<file path="config.mk">
export PLATFORM = sky130hd
export DESIGN_NAME = ysyx_24080034_wb_arbiter
export DESIGN_NICKNAME = d
export VERILOG_FILES = /design/src/rtl/ysyx_24080034_pkg.sv /design/src/rtl/ysyx_24080034_rr_arb2.sv /design/src/rtl/ysyx_24080034_wb_arbiter.sv
export SDC_FILE = /design/constraint.sdc
export NUM_CORES = 1
export LEC_CHECK = 0
export BUFFER_PORTS_ARGS = -buffer_cell sky130_fd_sc_hd__buf_2
export CAP_MARGIN = 20
export CORE_UTILIZATION = 40
export DETAILED_ROUTE_END_ITERATION = 10
export PLACE_DENSITY = 0.7
export SYNTH_ARGS = -nofsm -noshare
export SYNTH_HDL_FRONTEND = slang
export SYNTH_SLANG_ARGS = --single-unit
export TNS_END_PERCENT = 20
</file>
<file path="constraint.sdc">
create_clock -name clk -period 1.7 [get_ports clk]
set_input_delay 0 -clock clk [delete_from_list [all_inputs] [get_ports clk]]
set_output_delay 0 -clock clk [all_outputs]
set_load 0.01 [all_outputs]
</file>
<file path="src/rtl/ysyx_24080034_pkg.sv">
// Shared definitions for the writeback arbiter slice: default widths and source ids.
package ysyx_24080034_pkg;

  localparam int unsigned ADDR_WIDTH_DEF = 5;
  localparam int unsigned DATA_WIDTH_DEF = 32;
  localparam int unsigned PC_WIDTH_DEF   = 32;

  // Bit positions of each producer in request/grant vectors.
  localparam int unsigned SRC_EXU = 0;
  localparam int unsigned SRC_LSU = 1;

endpackage

</file>
<file path="src/rtl/ysyx_24080034_rr_arb2.sv">
// Two-way round-robin arbiter; rr_ptr=0 prefers EXU, flips after each grant.
module ysyx_24080034_rr_arb2
  import ysyx_24080034_pkg::*;
(
  input  logic       clk,
  input  logic       rst_n,
  input  logic [1:0] req,
  output logic [1:0] gnt,
  output logic       rr_ptr
);

  logic rr_ptr_q;
  logic rr_ptr_d;

  always_comb begin
    gnt = '0;
    unique case (req)
      2'b01:   gnt[SRC_EXU] = 1'b1;
      2'b10:   gnt[SRC_LSU] = 1'b1;
      2'b11: begin
        if (rr_ptr_q) gnt[SRC_LSU] = 1'b1;
        else          gnt[SRC_EXU] = 1'b1;
      end
      default: gnt = '0;
    endcase
  end

  // A grant is always a transfer: the stage never stalls, so requesters are accepted at once.
  always_comb begin
    rr_ptr_d = rr_ptr_q;
    if (gnt[SRC_EXU])      rr_ptr_d = 1'b1;
    else if (gnt[SRC_LSU]) rr_ptr_d = 1'b0;
  end

  always_ff @(posedge clk or negedge rst_n) begin
    if (!rst_n) rr_ptr_q <= 1'b0;
    else        rr_ptr_q <= rr_ptr_d;
  end

  assign rr_ptr = rr_ptr_q;

endmodule

</file>
<file path="src/rtl/ysyx_24080034_wb_arbiter.sv">
// Writeback stage: arbitrates EXU/LSU results onto the regfile write port,
// emits commit pulses and tracks pending destination registers.
module ysyx_24080034_wb_arbiter
  import ysyx_24080034_pkg::*;
#(
  parameter int unsigned ADDR_WIDTH = ADDR_WIDTH_DEF,
  parameter int unsigned DATA_WIDTH = DATA_WIDTH_DEF,
  parameter int unsigned PC_WIDTH   = PC_WIDTH_DEF
) (
  input  logic                     clk,
  input  logic                     rst_n,
  input  logic                     exu_valid,
  output logic                     exu_ready,
  input  logic [ADDR_WIDTH-1:0]    exu_rd,
  input  logic [DATA_WIDTH-1:0]    exu_data,
  input  logic [PC_WIDTH-1:0]      exu_pc,
  input  logic                     lsu_valid,
  output logic                     lsu_ready,
  input  logic [ADDR_WIDTH-1:0]    lsu_rd,
  input  logic [DATA_WIDTH-1:0]    lsu_data,
  input  logic [PC_WIDTH-1:0]      lsu_pc,
  input  logic                     iss_valid,
  input  logic [ADDR_WIDTH-1:0]    iss_rd,
  output logic                     rf_wen,
  output logic [ADDR_WIDTH-1:0]    rf_waddr,
  output logic [DATA_WIDTH-1:0]    rf_wdata,
  output logic                     commit_valid,
  output logic [PC_WIDTH-1:0]      commit_pc,
  output logic [2**ADDR_WIDTH-1:0] busy
);

  localparam int unsigned NREGS = 2**ADDR_WIDTH;

  logic [1:0]            req;
  logic [1:0]            gnt;
  logic                  rr_ptr;
  logic                  xfer;
  logic [ADDR_WIDTH-1:0] sel_rd;
  logic [DATA_WIDTH-1:0] sel_data;
  logic [PC_WIDTH-1:0]   sel_pc;

  logic                  rf_wen_q,       rf_wen_d;
  logic [ADDR_WIDTH-1:0] rf_waddr_q,     rf_waddr_d;
  logic [DATA_WIDTH-1:0] rf_wdata_q,     rf_wdata_d;
  logic                  commit_valid_q, commit_valid_d;
  logic [PC_WIDTH-1:0]   commit_pc_q,    commit_pc_d;
  logic [NREGS-1:0]      busy_q,         busy_d;

  assign req[SRC_EXU] = exu_valid;
  assign req[SRC_LSU] = lsu_valid;

  ysyx_24080034_rr_arb2 u_arb (
    .clk    (clk),
    .rst_n  (rst_n),
    .req    (req),
    .gnt    (gnt),
    .rr_ptr (rr_ptr)
  );

  assign exu_ready = gnt[SRC_EXU];
  assign lsu_ready = gnt[SRC_LSU];
  assign xfer      = |gnt;

  always_comb begin
    sel_rd   = exu_rd;
    sel_data = exu_data;
    sel_pc   = exu_pc;
    if (gnt[SRC_LSU]) begin
      sel_rd   = lsu_rd;
      sel_data = lsu_data;
      sel_pc   = lsu_pc;
    end
  end

  always_comb begin
    rf_wen_d       = xfer && (sel_rd != '0);
    commit_valid_d = xfer;
    rf_waddr_d     = rf_waddr_q;
    rf_wdata_d     = rf_wdata_q;
    commit_pc_d    = commit_pc_q;
    if (xfer) begin
      rf_waddr_d  = sel_rd;
      rf_wdata_d  = sel_data;
      commit_pc_d = sel_pc;
    end
  end

  // Clear before set so a same-cycle reissue of the retiring register stays pending.
  always_comb begin
    busy_d = busy_q;
    if (rf_wen_q) busy_d[rf_waddr_q] = 1'b0;
    if (iss_valid && (iss_rd != '0)) busy_d[iss_rd] = 1'b1;
    busy_d[0] = 1'b0;
  end

  always_ff @(posedge clk or negedge rst_n) begin
    if (!rst_n) begin
      rf_wen_q       <= 1'b0;
      rf_waddr_q     <= '0;
      rf_wdata_q     <= '0;
      commit_valid_q <= 1'b0;
      commit_pc_q    <= '0;
      busy_q         <= '0;
    end else begin
      rf_wen_q       <= rf_wen_d;
      rf_waddr_q     <= rf_waddr_d;
      rf_wdata_q     <= rf_wdata_d;
      commit_valid_q <= commit_valid_d;
      commit_pc_q    <= commit_pc_d;
      busy_q         <= busy_d;
    end
  end

  assign rf_wen       = rf_wen_q;
  assign rf_waddr     = rf_waddr_q;
  assign rf_wdata     = rf_wdata_q;
  assign commit_valid = commit_valid_q;
  assign commit_pc    = commit_pc_q;
  assign busy         = busy_q;

  // rr_ptr is internal to the arbiter; exposed here only for structural visibility.
  logic unused_rr_ptr;
  assign unused_rr_ptr = rr_ptr;

endmodule
</file>
# Word-level counts from Yosys, hierarchy flattened

Cells that the tools add are included.
Widths: inputs -> output; s select.

Register bits: 103
Logic and storage cells: 40
Output and inout bits: 105
Bits of input ports: 148

Reduce and logical (&&, ||, !) cells: 8
Bitwise operators: 3
Equal/unequal tests: 3
Order comparisons: 4
Muxes and demuxes: 15

Operators by type and width:

| cell               | count |
|---|---|
| $mux 32            | 4 |
| $and 32x32->32     | 1 |
| $not 32->32        | 1 |
| $or 32x32->32      | 1 |
| $lt 5x6->1 const B | 2 |
| $demux 1 s5        | 2 |
| $ge 5x1->1 const B | 2 |
| $reduce_bool 5->1  | 2 |
| $mux 1             | 6 |
| $mux 5             | 1 |
| $eq 2x2->1 const B | 2 |
| $logic_and 1x1->1  | 4 |
| $pmux 1 s2         | 2 |
| $eq 2x1->1 const B | 1 |
| $reduce_bool 2->1  | 1 |
| $reduce_or 2->1    | 1 |

# Longest topological paths before layout

Gate-level depths: netlist (run 1).

Depth after elaboration: 9
Gate-level depth with buffers: 7
Gate-level depth less buffers: 3

# By module

From an unflattened synthesis (run 1), not the netlist that was laid out.

Cell total of the unflattened synthesis: 437
Area total of the unflattened synthesis: 4576.9 um2

Modules (own cells, without submodules):

| module                   | cells an instance | area each (um2) | sequential area each (um2) | times used |
|---|---|---|---|---|
| ysyx_24080034_wb_arbiter | 430               | 4516.8          | 2552.4                     | 1 |
| ysyx_24080034_rr_arb2    | 7                 | 60.1            | 25.0                       | 1 |

# Worst setup path before layout (run 1)

No wires, ideal clock.

Path kind: flip-flop to flip-flop
From: register rf_waddr_q[3] (netlist: rf_waddr[3])
To: register busy_q[19] (netlist: busy[19])
Library setup time: 0.129 ns
Setup slack: 0.388 ns
Data required time: 1.571 ns
Path buffers: 0
Period minus slack after synthesis: 1.312 ns
Arrival time: 1.182 ns
Stages on the path, launching flop included: 4
Cell sequence: dfrtp_1 or3b_2 o21ai_0 o21ai_0

Word-level cells in the longest chain between the ends: 9
Elaborated cells between the ends (all ways): 10
Classes of those cells: order compare: 2; mux: 4; bitwise: 3; reduce/logical: 1

RTL lines:

| element                                                               | RTL line                        | RTL |
|---|---|---|
| start, declared                                                       | ysyx_24080034_wb_arbiter.sv:43  | `logic [ADDR_WIDTH-1:0] rf_waddr_q, rf_waddr_d;` |
| start signal, assigned                                                | ysyx_24080034_wb_arbiter.sv:106 | `rf_waddr_q <= rf_waddr_d;` |
| $lt 5x6->1 (implied by the code) / $ge 5x1->1 (equally long branches) | ysyx_24080034_wb_arbiter.sv:91  | `if (rf_wen_q) busy_d[rf_waddr_q] = 1'b0;` |
| $logic_and 1x1->1 (implied by the code)                               | ysyx_24080034_wb_arbiter.sv:91  |  |
| $mux 1 (implied by the code)                                          | ysyx_24080034_wb_arbiter.sv:91  |  |
| $demux 1 s5 *                                                         | ysyx_24080034_wb_arbiter.sv:91  |  |
| $not 32->32 (no source line) *                                        | n/a                             |  |
| $and 32x32->32 (no source line) *                                     | n/a                             |  |
| $mux 32 *                                                             | ysyx_24080034_wb_arbiter.sv:91  |  |
| $or 32x32->32 (no source line)                                        | n/a                             |  |
| $mux 32 *                                                             | ysyx_24080034_wb_arbiter.sv:92  | `if (iss_valid && (iss_rd != '0)) busy_d[iss_rd] = 1'b1;` |
| named net busy_d[19]                                                  | ysyx_24080034_wb_arbiter.sv:47  | `logic [NREGS-1:0] busy_q, busy_d;` |
| end signal, assigned                                                  | ysyx_24080034_wb_arbiter.sv:110 | `busy_q <= busy_d;` |
| end, declared                                                         | ysyx_24080034_wb_arbiter.sv:47  |  |

The timed path passes the listed nets; every way through them passes the cells marked *.
A chain may end at the register's enable or synchronous reset.

# Final worst setup path (run 1)

From: register u_arb.rr_ptr_q (netlist: u_arb.rr_ptr)
To: register rf_wdata_q[18] (netlist: rf_wdata[18])

Word-level cells in the longest chain between the ends: 3
Elaborated cells between the ends (all ways): 6
Classes of those cells: mux: 5; reduce/logical: 1

RTL lines:

| element                                           | RTL line                                                       | RTL |
|---|---|---|
| start, declared                                   | ysyx_24080034_rr_arb2.sv:12                                    | `logic rr_ptr_q;` |
| start signal, assigned                            | ysyx_24080034_rr_arb2.sv:37                                    | `else rr_ptr_q <= rr_ptr_d;` |
| $mux 1                                            | ysyx_24080034_rr_arb2.sv:21                                    | `if (rr_ptr_q) gnt[SRC_LSU] = 1'b1;` |
| $pmux 1 s2                                        | ysyx_24080034_rr_arb2.sv:17                                    | `unique case (req)` |
| $mux 32 / $reduce_or 2->1 (equally long branches) | ysyx_24080034_wb_arbiter.sv:68, ysyx_24080034_wb_arbiter.sv:62 |  |
| end signal, assigned                              | ysyx_24080034_wb_arbiter.sv:107                                | `rf_wdata_q <= rf_wdata_d;` |
| end, declared                                     | ysyx_24080034_wb_arbiter.sv:44                                 | `logic [DATA_WIDTH-1:0] rf_wdata_q, rf_wdata_d;` |

Parallel ways exist; a longest one is shown, timed or not.

==> summary.txt, run 1 <==
Outcome
  • Outcome: finished clean

Hold path
  • Hold Path Class: in -> reg

Timing
  • Worst slew pin tran: 0.602 ns
  • RSZ-0062 raised after global routing: no
  • Fmax: 620 MHz
  • Final setup viols: 0
  • Final-report hold violation count: 0
  • Slew HR: 59.9%
  • Period utilisation layout: 94.9%
  • Fin. max-slew vios: 0
  • Worst Skew: 0.00664 ns
  • Setup_tns: 0 ns
  • Final min period: 1.61 ns
  • Final setup margin: 0.0871 ns
  • WHS: 0.0197 ns

Final layout
  • Diode count: 0
  • Layout Nets: 1038
  • Layout cells sized above 1: 47.3%
  • Area growth syn-to-layout: 57.5%
  • Non-filler cells, final: 1070

Clock tree
  • Total CTS buffers: 9
  • Clock-pin slew on the worst setup and hold paths: 0.07 ns
  • Later-pin clock latency in the skew report: 0.35 ns
  • CTS Root Cell: clkbuf_16
  • H-tree levels: 3
  • Longest Clk Path Bufs: 2
  • CTS tree: done
  • Clock sinks: 103

Yosys
  • Syn Area/Cell: 10.5 um^2
  • EDFF count, synth: 0
  • Synth Warn #: 0
  • Most frequent cell after synthesis: dfrtp_1
  • Cells after synthesis: 514
  • Synth Area in XOR/XNOR: 0%
  • Synthesized area: 5420 um^2
  • Post-synth top area share: 47.6%
  • Synth Area in Compound Gates: 25.2%
  • Ys flop type: dfrtp_1
  • Commonest cells post-synth: dfrtp_1, inv_1, mux2_2, o22ai_1, a21oi_2
  • Sequential area share after synthesis: 47.6%
  • Mux share of post-synthesis cell area: 14.3%
  • Asr flop ratio synth: 100%
  • Main combinational cell family by area after synthesis: compound AO/OA/AOI/OAI gates
  • Syn_nets: 662
  • Post-Synth Simple-Gate Area: 4.25%
  • Synthesis-stage register bit count: 103
  • Adder-Cell Fraction of Synth Area: 0%
  • Cell variety after synth: 24
  • Synth top area cells: dfrtp_1, mux2_2, a21oi_2
  • Cell accounting for the most synthesized area: dfrtp_1

Global routing
  • GRT Resource Usage Total: 27.2%
  • Initial antenna violation count: 2
  • Largest net degree at the start of global routing: 104
  • Vias in the first global route: 5990
  • Remaining global-route overflow: 0
  • First-pass GRT wire length: 30100 um

Die
  • Chip height: 118 um
  • Initial Utilization: 40.9%
  • Die Wd: 118 um
  • # rows: 42
  • Area of the die: 14000 um^2
  • Number of top-level pins: 253
  • Core area: 13200 um^2

Worst setup path
  • Startpoint Class: flip-flop
  • Setup CP Type: reg -> reg
  • Worst EP required: 1.94 ns
  • Largest delay share family, worst path: buffers and inverters
  • CP max FO: 20
  • Max incr delay on CP: 0.55 ns
  • Buf/Inv on CP: 2
  • CP cell instances: nand2b_4 > buf_8 > o22ai_1 > a21oi_2 > dlygate4sd3_1
  • WP data arrival: 1.85 ns
  • Worst path slowest cell: dlygate4sd3_1
  • Critical Path End Type: flip-flop

Detailed routing
  • Vias per cell: 5.36
  • DR pass1 iterations: 5
  • Drt drc: 0
  • Post-route ant nets: 0
  • WL final: 18900 um
  • WL/cell: 17.7 um
  • Via Count: 5732
  • DR iter-0 viols: 310

Placement
  • Hpwl dp: 11000 um
  • Pre-CTS setup slack: 0.287 ns
  • Cell Count Post-Placement: 916
  • Routability cong.: 0.838
  • Port bufs: 251

Power and ir drop
  • Total power: 8.30 mW
  • Cell Pwr Density: 973 nW/um^2
  • Leak: 3.94 nW
  • Worst vdd ir: 0.445 mV

Job
  • Max-cap viol count: 0
==> flip-flops by register name, summed over array words and instances, names as in the netlist <==
| name | cells |
|---|---|
| busy | 31 |
| commit_pc | 32 |
| commit_valid | 1 |
| rf_waddr | 5 |
| rf_wdata | 32 |
| rf_wen | 1 |
| u_arb.rr_ptr | 1 |
==> what timing repair did <==
action | 4_1_cts | 5_1_grt
buffers inserted | 0 | 0
hold buffers | 138 | 0
hold endpoints to repair | 173 | 0
setup endpoints to repair | 0 | 6
resized for setup | 0 | 5
==> worst register-to-register path, cell delays in order, from the launching register on <==
cell and delay, ns:
dfrtp_1 0.38, nand2b_4 0.16, buf_8 0.16, o22ai_1 0.20
a21oi_2 0.04, dlygate4sd3_1 0.55
==> cells in the final DEF (no fill, tap or decap), types with 2 or more instances in the layout <==
cell,netlist,layout
buf_2,9,250
dlygate4sd3_1,0,138
dfrtp_1,103,103
inv_1,71,71
mux2_2,69,69
a21oi_2,68,68
o22ai_1,69,67
o21ai_0,63,63
nand3b_1,10,10
clkbuf_16,0,9
or3b_2,6,6
nor2_1,5,5
buf_12,0,5
nand3_1,4,4
buf_4,1,3
nand2b_4,1,2
nand2_1,2,2
or3_1,2,2
or4_1,2,2
a211oi_1,2,2
o22ai_2,0,2
clkinvlp_4,0,2
==> kinds of logic after synthesis <==
group	after synthesis
DFF	103
AOI/OAI and AO/OA	203
other	1
buffers and inverters	104
and+or+nand+nor	34
muxes	69
==> where the power goes <==
group	internal [mW]	switching, mW	total [mW]
clock network	1.17	0.936	2.11
registers	3.05	0.347	3.40
logic	1.33	1.46	2.79
total	5.56	2.74	8.30
==> metrics by stage <==
step                      util, %  cell area, um^2
after floorplan                 -             5420
after CTS                    64.2             8500
after global routing         64.4             8530
after global placement       51.5             6820
after detailed placement     51.5             6820
final                        64.4             8530
==> path summary, 6_finish.rpt <==
check                                   from            end  slack, ns  cells past startpoint
worst max-delay path            u_arb.rr_ptr   rf_wdata[18]       0.09                      5
worst min-delay path               exu_rd[4]    rf_waddr[4]       0.02                      3
worst max register to register  u_arb.rr_ptr   rf_wdata[18]       0.09                      5
worst min register to register      busy[27]       busy[27]       0.51                      2
max in group asynchronous              rst_n  commit_pc[23]       0.99                      3
min in group asynchronous              rst_n  commit_pc[29]       0.23                      3
==> per-layer routing <==
metal	vias up	part of all wire [%]	wire, um	track usage [%]
met3	64	7.0	1330	6.27
met4	2	3.9	736	13.9
met5	-	0.063	12	0
met2	281	51	9700	47.9
li1	2585	-	-	-
met1	2800	38	7140	30.6
==> layout make-up <==
class	count	area [um^2]
fill	1009	4710
sequential	103	2580
tap	176	220
clock buffer	10	239
timing repair buffer	397	2770
inverter	71	267
multi-input combinational	308	2400
clock inverter	5	58.8
No activity file was read; power rests on OpenSTA's default activity.
==> run 2: changes to the inputs <==
--- a/config.mk
+++ b/config.mk
@@ -10,6 +10,7 @@
 export CORE_UTILIZATION = 40
 export DETAILED_ROUTE_END_ITERATION = 10
 export PLACE_DENSITY = 0.7
+export REMOVE_ABC_BUFFERS = 1
 export SYNTH_ARGS = -nofsm -noshare
 export SYNTH_HDL_FRONTEND = slang
 export SYNTH_SLANG_ARGS = --single-unit
==> run 2 against run 1 <==
Against the previous run: power increased by 6.1%; sequential power about the same; critical path depth unchanged; worst hold slack improved by 0.0066 ns; core utilization increased by 0.87 points; setup slack got worse by 0.048 ns; clock skew increased by 0.0026 ns; global-route usage increased by 1.6 points; fmax decreased by 2.9%; combinational power about the same; die area unchanged; non-clock buffer count increased by 6; critical path type is now in -> reg; critical endpoint is now busy[4]; highest routed layer is now met4.
==> summary.txt, run 2 (synthesized netlist as in run 1, its figures left out) <==
Outcome
  • Outcome: finished clean

Die
  • Number of top-level pins: 253 (unchanged)
  • Initial Utilization: 40.9% (unchanged)
  • Core area: 13200 um^2 (unchanged)
  • Die Wd: 118 um (unchanged)
  • Chip height: 118 um (unchanged)
  • # rows: 42 (unchanged)
  • Area of the die: 14000 um^2 (unchanged)

Detailed routing
  • DR pass1 iterations: 5 (unchanged)
  • Drt drc: 0 (unchanged)
  • WL/cell: 18.3 um (+3.3%)
  • Post-route ant nets: 0 (unchanged)
  • Vias per cell: 5.41 (+0.90%)
  • DR iter-0 viols: 439 (+42%)
  • Via Count: 5816 (+1.5%)
  • WL final: 19700 um (+3.9%)

Clock tree
  • Later-pin clock latency in the skew report: 0.35 ns (about the same)
  • Longest Clk Path Bufs: 2 (unchanged)
  • CTS tree: done
  • Total CTS buffers: 9 (unchanged)
  • Clock-pin slew on the worst setup and hold paths: 0.07 ns (about the same)
  • Cts hold-fix bufs: 141 (+2.2%)
  • Post-CTS Setup Inserts: 0 (unchanged)
  • Clock sinks: 103 (unchanged)
  • PostCTS Resize Cnt: 0 (unchanged)
  • CTS Root Cell: clkbuf_16
  • H-tree levels: 3 (unchanged)

Worst setup path
  • Startpoint Class: input pin
  • Setup CP Type: in -> reg
  • Critical Path End Type: flip-flop
  • Worst EP required: 1.97 ns (+0.03 ns)
  • R2r setup slk: 0.25 ns (+0.16 ns)
  • WP data arrival: 1.93 ns (+0.08 ns)
  • Worst-case reg-to-reg path depth: 3 (-2)
  • R2r endpoint: busy[18]
  • CP max FO: 4 (-80%)
  • Reg-to-reg startpoint: rf_waddr[3]
  • Crit path from: iss_rd[1]

Global routing
  • Remaining global-route overflow: 0 (unchanged)
  • First-pass GRT wire length: 31300 um (+4.0%)
  • Vias in the first global route: 6202 (+3.5%)
  • Largest net degree at the start of global routing: 72 (-31%)
  • GRT Resource Usage Total: 28.7% (+1.6 points)
  • Initial antenna violation count: 0 (-2)

Final layout
  • Diode count: 0 (unchanged)
  • FILL cells: 950 (-5.8%)
  • Area growth syn-to-layout: 59.7%
  • Sequential Area: 2580 um^2 (unchanged)
  • Footprint of the multi-input gates: 2380 um^2 (-1.0%)
  • Most frequent cells in the layout: buf_2, dlygate4sd3_1, dfrtp_1
  • Final instance area: 8650 um^2 (+1.3%)
  • Layout cells sized above 1: 47.1% (-0.20 points)
  • Most common cell after layout, fill and taps aside: buf_2
  • Layout Nets: 1043 (+0.48%)

Placement
  • Port bufs: 251 (unchanged)
  • Post-DP Area: 6860 um^2 (+0.51%)
  • Routability cong.: 0.825 (-1.6%)
  • Hpwl dp: 11700 um (+6.5%)

Hold path
  • Hold path start: iss_rd[3]
  • Hold path depth: 3 (unchanged)
  • Hold worst-path end: busy[11]
  • Hold Path Class: in -> reg

Job
  • Max-cap viol count: 0 (unchanged)

Timing
  • RSZ-0062 raised after global routing: no
  • WHS: 0.0263 ns (+0.00660 ns)
  • Fin. max-slew vios: 0 (unchanged)
  • Period utilisation layout: 97.7% (+2.8 points)
  • Worst Skew: 0.00924 ns (+0.00260 ns)
  • Final min period: 1.66 ns (+0.0480 ns)
  • Final setup viols: 0 (unchanged)
  • Fmax: 602 MHz (-2.9%)
  • Final-report hold violation count: 0 (unchanged)

Power and ir drop
  • Worst vdd ir: 0.637 mV (+43%)
  • Cell Pwr Density: 1020 nW/um^2 (+4.7%)
  • Total power: 8.81 mW (+6.1%)
  • Leak: 4.00 nW (+1.5%)
==> run 2: layout make-up <==
cell class	instances	area share, %
clock buffers	11	2.92
clock inverters	5	1.48
inverters	71	3.08
multi-input cells	307	27.5
flip-flops and latches	103	29.8
well taps	176	2.55
repair buffers	403	32.7
==> run 2: power by group <==
group          internal, mW  total (mW)  leakage (nW)  switching [mW]
Combinational          1.33        2.80          2.64            1.48
Clock                  1.67        2.59         0.182           0.924
Sequential             3.05        3.41          1.18           0.362
==> run 2: metal layers <==
metal  wire, um  up-vias  track usage, %
met5          0        -               0
met4       1070        0            17.9
met3       1530       88            6.71
met2       9680      323            48.9
met1       7370     2805            32.5
li1           -     2600               -
==> run 2: critical path: stages <==
cell and delay, ns:
dlygate4sd3_1 0.53, buf_2 0.14, or3b_2 0.51, dlygate4sd3_1 0.61
o21ai_0 0.15
==> run 2: through the flow <==
| stage | TNS (ns) | instances | setup WS [ns] | utilization [%] |
|---|---|---|---|---|
| final | 0 | 1076 | 0.0391 | 65.3 |
| after global placement | 0 | 919 | 0.342 | 51.8 |
| after CTS | 0 | 1076 | 0.0989 | 65.3 |
| after global routing | 0 | 1076 | 0.0222 | 65.3 |
| after detailed placement | 0 | 919 | 0.288 | 51.8 |
| after floorplan | -87.53 | 481 | -1.28 | - |
==> run 2: how the worst max path moves through the flow <==
stage / to / slack (ns)
2_1_floorplan: rf_wen / -1.28
3_3_place_gp: busy[19] / 0.34
3_5_place_dp: busy[18] / 0.29
4_1_cts: lsu_ready / 0.1
5_1_grt: busy[4] / 0.02
6_report: busy[4] / 0.04
